$ cat src/rtl/csr_stream_writer.sv
// -----------------------------------------------------------------------------
// csr_stream_writer
//
// Compresses a dense matrix, streamed in row-major order, into the CSR memory
// image read by the sparse-matrix `control` fetch path:
//   - row pointers  (N_ROWS+1 words) at row_base        -> port 1
//   - column indices (one per nonzero) at wdata_col_base -> port 1
//   - nonzero values (one per nonzero) at matrix_base    -> port 2
//
// Ports:
//   Clk, Rst                 clock (rising edge), asynchronous active-low reset
//   start                    one-cycle pulse, begins a matrix when idle
//   row_base, wdata_col_base, matrix_base
//                            array base addresses, latched on start
//   in_valid/in_data/in_ready  dense element stream
//   wr1_en/wr1_addr/wr1_data   index-memory write (row pointer or column index)
//   wr2_en/wr2_addr/wr2_data   value-memory write (nonzero value)
//   busy                     matrix in progress
//   done                     one-cycle pulse, matrix fully written
//   nnz                      running nonzero count, holds final count after done
//
// Handshake: an element transfers on a rising edge where in_valid and in_ready
// are both high. in_ready depends only on the FSM state (never on in_valid),
// the producer may raise or drop in_valid freely, and in_data only matters in
// a transfer cycle.
//
// Every write is registered: a write decided in cycle k appears on the port
// (en, addr, data) during cycle k+1 for exactly one cycle.
// -----------------------------------------------------------------------------
module csr_stream_writer #(
  parameter int N_ROWS = 16,
  parameter int N_COLS = 16,
  parameter int DW     = 32
) (
  input  logic          Clk,
  input  logic          Rst,
  input  logic          start,
  input  logic [DW-1:0] row_base,
  input  logic [DW-1:0] wdata_col_base,
  input  logic [DW-1:0] matrix_base,
  input  logic          in_valid,
  input  logic [DW-1:0] in_data,
  output logic          in_ready,
  output logic          wr1_en,
  output logic [DW-1:0] wr1_addr,
  output logic [DW-1:0] wr1_data,
  output logic          wr2_en,
  output logic [DW-1:0] wr2_addr,
  output logic [DW-1:0] wr2_data,
  output logic          busy,
  output logic          done,
  output logic [DW-1:0] nnz
);

  localparam int CW = (N_COLS > 1) ? $clog2(N_COLS) : 1;
  localparam int RW = (N_ROWS > 1) ? $clog2(N_ROWS) : 1;
  localparam logic [CW-1:0] COL_LAST = CW'(N_COLS - 1);
  localparam logic [RW-1:0] ROW_LAST = RW'(N_ROWS - 1);
  localparam logic [DW-1:0] ONE      = DW'(1);

  typedef enum logic [2:0] {
    S_IDLE   = 3'd0,
    S_PTR0   = 3'd1,
    S_STREAM = 3'd2,
    S_ROWEND = 3'd3,
    S_FIN    = 3'd4
  } state_t;

  state_t state, state_next;

  logic [CW-1:0] col;
  logic [RW-1:0] row;
  logic [DW-1:0] row_base_q;
  logic [DW-1:0] col_base_q;
  logic [DW-1:0] val_base_q;
  logic          take;
  logic          last_col;
  logic          last_row;

  assign in_ready = (state == S_STREAM);
  assign take     = in_valid && (state == S_STREAM);
  assign last_col = (col == COL_LAST);
  assign last_row = (row == ROW_LAST);

  // State register
  always_ff @(posedge Clk or negedge Rst) begin
    if (!Rst) begin
      state <= S_IDLE;
    end else begin
      state <= state_next;
    end
  end

  // Next-state logic
  always_comb begin
    state_next = state;
    case (state)
      S_IDLE:   if (start) state_next = S_PTR0;
      S_PTR0:   state_next = S_STREAM;
      S_STREAM: if (take && last_col) state_next = S_ROWEND;
      S_ROWEND: state_next = last_row ? S_FIN : S_STREAM;
      S_FIN:    state_next = S_IDLE;
      default:  state_next = S_IDLE;
    endcase
  end

  // Datapath: counters, latched bases and registered write ports.
  always_ff @(posedge Clk or negedge Rst) begin
    if (!Rst) begin
      col        <= '0;
      row        <= '0;
      nnz        <= '0;
      row_base_q <= '0;
      col_base_q <= '0;
      val_base_q <= '0;
      wr1_en     <= 1'b0;
      wr1_addr   <= '0;
      wr1_data   <= '0;
      wr2_en     <= 1'b0;
      wr2_addr   <= '0;
      wr2_data   <= '0;
      busy       <= 1'b0;
      done       <= 1'b0;
    end else begin
      // Strobes are single-cycle by default; address/data simply hold.
      wr1_en <= 1'b0;
      wr2_en <= 1'b0;
      done   <= 1'b0;
      case (state)
        S_IDLE: begin
          if (start) begin
            row_base_q <= row_base;
            col_base_q <= wdata_col_base;
            val_base_q <= matrix_base;
            col        <= '0;
            row        <= '0;
            nnz        <= '0;
            busy       <= 1'b1;
          end
        end
        S_PTR0: begin
          // Row pointer 0 is always zero.
          wr1_en   <= 1'b1;
          wr1_addr <= row_base_q;
          wr1_data <= '0;
        end
        S_STREAM: begin
          if (take) begin
            if (in_data != '0) begin
              // nnz before increment is this element's slot in both arrays.
              wr1_en   <= 1'b1;
              wr1_addr <= col_base_q + nnz;
              wr1_data <= DW'(col);
              wr2_en   <= 1'b1;
              wr2_addr <= val_base_q + nnz;
              wr2_data <= in_data;
              nnz      <= nnz + ONE;
            end
            if (!last_col) begin
              col <= col + CW'(1);
            end
          end
        end
        S_ROWEND: begin
          // Port 1 is free here: the last column-index write of the row was
          // issued in the previous cycle, and nnz already counts it.
          wr1_en   <= 1'b1;
          wr1_addr <= row_base_q + DW'(row) + ONE;
          wr1_data <= nnz;
          col      <= '0;
          if (last_row) begin
            // busy drops and done rises together, in the cycle spent in FIN.
            busy <= 1'b0;
            done <= 1'b1;
          end else begin
            row <= row + RW'(1);
          end
        end
        S_FIN: begin
          // Single cycle; start is not accepted here.
        end
        default: begin
        end
      endcase
    end
  end

endmodule

$ cat config.mk
export PLATFORM = sky130hd
export DESIGN_NAME = csr_stream_writer
export DESIGN_NICKNAME = d
export VERILOG_FILES = /design/src/rtl/csr_stream_writer.sv
export SDC_FILE = /design/constraint.sdc
export NUM_CORES = 1
export LEC_CHECK = 0
export ABC_AREA = 1
export CAP_MARGIN = 20
export CORE_UTILIZATION = 45
export CTS_BUF_LIST = sky130_fd_sc_hd__clkbuf_4 sky130_fd_sc_hd__clkbuf_8
export DETAILED_ROUTE_END_ITERATION = 8
export DONT_BUFFER_PORTS = 1
export PLACE_DENSITY = 0.63
export SLEW_MARGIN = 20
export SYNTH_ARGS = -nofsm -noshare
export SYNTH_HDL_FRONTEND = slang
export SYNTH_SLANG_ARGS = --single-unit
$ cat constraint.sdc
create_clock -name Clk -period 2.7 [get_ports Clk]
set_clock_uncertainty 0.05 [all_clocks]
set_input_delay 0.135 -clock Clk [delete_from_list [all_inputs] [get_ports Clk]]
set_output_delay 0.135 -clock Clk [all_outputs]
set_load 0.01 [all_outputs]
==> summary.md <==
| Metric | Value |
|---|---|
| Iter 0 DRT Violations | between 1k and 1.5k |
| Root buf cell | clkbuf_8 |
| Leakage | roughly 9.9 nW |
| N_diodes | 0 |
| Placed Cells | 2,792 |
| Slew HR | 0.305 |
| Routed via count | about 16k |
| Post-DP HPWL | 40,900 um |
| Total GRT Usage | 0.298 |
| Starting density of the core | 0.460 |
| Maxcap violations | 0 |
| Sequential power share | 0.393 |
| Vias in the first global route | roughly 15k |
| Drt drc | 21 |
| IO Count | 297 |
| Clock Power Share | 0.240 |
| Cell Area, Synth | 0.0164 sq mm |
| Area share of the largest cell type after synthesis | 0.413 |
| Violated checks | design-rule violations, negative hold slack |
| Slew Limit Fails | 0 |
| Synth Area in Simple Gates | 0.344 |
| Multiplexer share of the synthesized area | 0 |
| TritonRoute pass-1 iters | 9 |
| Net Sw Frac | 0.438 |
| Clock-pin slew on the worst setup and hold paths | 0.06 ns |
| CTS tree | yes |
| First-pass GRT wire length | 84,900 um |
| Crit path capture type | flop |
| Startpoint types | flop |
| Synth Area per Inst | about 7.0 sq um |
| Top-count cell post-synth | nand2_1 |
| Worst Path Required | 3.17 ns |
| Mapped Nets | 2,543 |
| Layout Nets | 2,720 |
| Fmax | around 0.40 GHz |
| Clock net sink count | 271 |
| Mapped Cells | 2,339 |
| Synthesis-stage register bit count | ~270 |
| Die height | 193 um |
| Main combinational cell family by area after synthesis | simple AND/OR/NAND/NOR gates |
| Vias per cell | 5.41 |
| Met1 Usage GRT | 0.409 |
| Outcome | finished with violations |
| Sum Neg Setup Slack | 0 ns |
| Critical path destination | wr2_addr[23] |
| Crit path from | nnz[2] |
| Largest net degree at the start of global routing | between 200 and 300 |
| Maximum VDD drop | 0.527 mV |
| Power Density | 938 mW/mm^2 |
| Max FO, Critical Path | 6 |
| Reg-to-reg endpoint | wr2_addr[23] |
| Unrepaired setup endpoints after global routing | no |
| Synth top area cells | dfrtp_1, nand2_1, ha_1 |
| Total grt overflow | 0 |
| Core footprint | around 0.036 sq mm |
| Non-filler cells in the finished layout | 3,018 |
| Clock Latency Late Sink | 0.65 ns |
| R2r setup slk | 0.19 ns |
| Wirelength per Cell | 18.6 um |
| Tmin final | approximately 2.5 ns |
| Ratio of cells with drive above 1 in the final layout | 0.0735 |
| Antenna violations before repair | 0 |
| Final setup vio count | 0 |
| Top post-synthesis cells by count | nand2_1, dfrtp_1, inv_1 |
| R2r startpoint | nnz[2] |
| Met3 usage | 0.0939 |
| Fin crit share | 0.931 |
| Die area | ~0.037 sq mm |
| Compound-cell area share of the yosys netlist | 0.109 |
| Register area share after synthesis | 0.413 |
| Reg2Reg Depth | 12 |
| Worst-margin pin slew | 1.04 ns |
| DIE WIDTH | 193 um |
| Primary FF master, synth | dfrtp_1 |
| Critical Path AT | 2.99 ns |
| EDFF count, synth | 0 |
| Async SR Flop Fraction | 1.00 |
| WHS | -0.873 ns |
| Row cnt | 69 |
| CTS max path bufs | 3 |
| Routed Antenna Nets | 0 |
| Hold buffer count at cts | about 130 |
| Area growth syn-to-layout | 19.4% |
| GR Util met2 | 0.446 |
| Min-Delay Path Class | input pin to async pin |
| CP Class | flop to flop |
| Number of CTS-inserted buffers | 49 |
| Global placement routability congestion | 0.918 |
| Final Hold Vio Count | 271 |
| Distinct cell type count after synthesis | 48 |
| Gr busiest metal | met2 |
| Adder-cell area share of the yosys netlist | 0.0562 |
| Input/output buffers | 0 |
| Yosys top cell by area | dfrtp_1 |
| Internal | 10.4 mW |
| Post-synthesis xor/xnor area fraction | 0.0101 |
| Synthesis Warnings | 0 |
| Final wirelength | 56,200 um |
| H-tree depth | 2 |
| Sw Pwr | 8.05 mW |
| Combinational share of power | 0.367 |
[placed cells by master, fill, tap and decap left out, types with 4 or more instances in the layout]
master / n
nor3_1: 43
xnor2_1: 12
nand2_1: 890
inv_2: 5
clkbuf_8: 63
nand3b_1: 15
clkbuf_4: 20
ha_1: 69
o21a_1: 4
nor2_2: 4
nand4_1: 32
a31oi_1: 9
a22o_1: 4
nor2_1: 206
dlygate4sd3_1: 134
o21bai_1: 6
xor2_1: 7
nand3_1: 136
o21ai_1: 8
buf_4: 57
nor4_1: 7
a21oi_1: 128
a21o_1: 7
dfrtp_1: 271
o22ai_1: 8
inv_1: 209
or2_2: 10
o21ai_0: 144
[routing by layer]
layer / vias to the layer above / share of wire
met5: - / 0
met4: 0 / 0.025
met3: 92 / 0.099
met2: 640 / 0.43
met1: 7670 / 0.45
li1: 7925 / -
[cell families (layout without fill, tap and decap cells)]
| family | after synthesis | in the layout |
|---|---|---|
| simple gates | 1364 | 1364 |
| compound gates | 331 | 331 |
| buf+inv | 282 | 500 |
| flops | 271 | 271 |
| fa+ha+maj | 72 | 72 |
| xor+xnor | 19 | 19 |
[area by class of cell]
type	instances	area [sq um]
fillers	3455	16100
multi-input cells	1786	8540
flip-flops and latches	271	6780
repair buffers	193	1800
clock buffers	83	1020
inverters	215	810
well taps	461	577
clock inverters	9	108
[what timing repair did]
| item | CTS | global route |
|---|---|---|
| setup buffers | 0 | 0 |
| resized for setup | 0 | 4 |
| endpoints found under the hold margin | 420 | 271 |
| setup endpoints to repair | 0 | 18 |
[state kept, by name (all words and copies together) (netlist names), 3 cells and up]
signal and count:
col 4, col_base_q 32, nnz 32, row 4, row_base_q 32, state 3, val_base_q 32, wr1_addr 32
wr1_data 32, wr2_addr 32, wr2_data 32
[power groups by stage]
stage	Sequential (mW)	Combinational [mW]	Clock, mW
floorplan	6.75	4.84	0
global placement	7.25	6.33	0
detailed placement	7.27	6.47	0
CTS	7.22	6.69	4.50
global route	7.41	7.63	4.70
finish	7.24	6.76	4.42
[through the flow]
step	setup WS, ns	total power, mW	instance area, sq um	util
4_1_cts	0.138	18.4	19600	0.549
2_1_floorplan	0.537	11.6	16400	-
3_5_place_dp	0.0920	13.7	17200	0.480
3_3_place_gp	0.119	13.6	17200	0.480
6_report	0.186	18.4	19600	0.549
5_1_grt	0.0159	19.7	19600	0.549
[worst max-delay path: stages, from the launching register on]
cell and delay, ns:
dfrtp_1 0.54, ha_1 0.45, nand2_1 0.11, o21ai_1 0.20, nand2_1 0.08, nand2_1 0.12
nand2_1 0.11, a21oi_1 0.31, nand2_1 0.14, nand2_1 0.08, nand2_1 0.04, nand3_1 0.11
nand2_1 0.07
[how the worst min path moves through the flow]
stage | endpoint | from | cells past startpoint
CTS | row_base_q[13] | Rst | 0
finish | row_base_q[13] | Rst | 0
detailed placement | row_base_q[28] | Rst | 0
global placement | row_base_q[25] | Rst | 0
floorplan | busy | Rst | 0
global route | row_base_q[30] | Rst | 0
No activity file was read; power rests on OpenSTA's default activity.
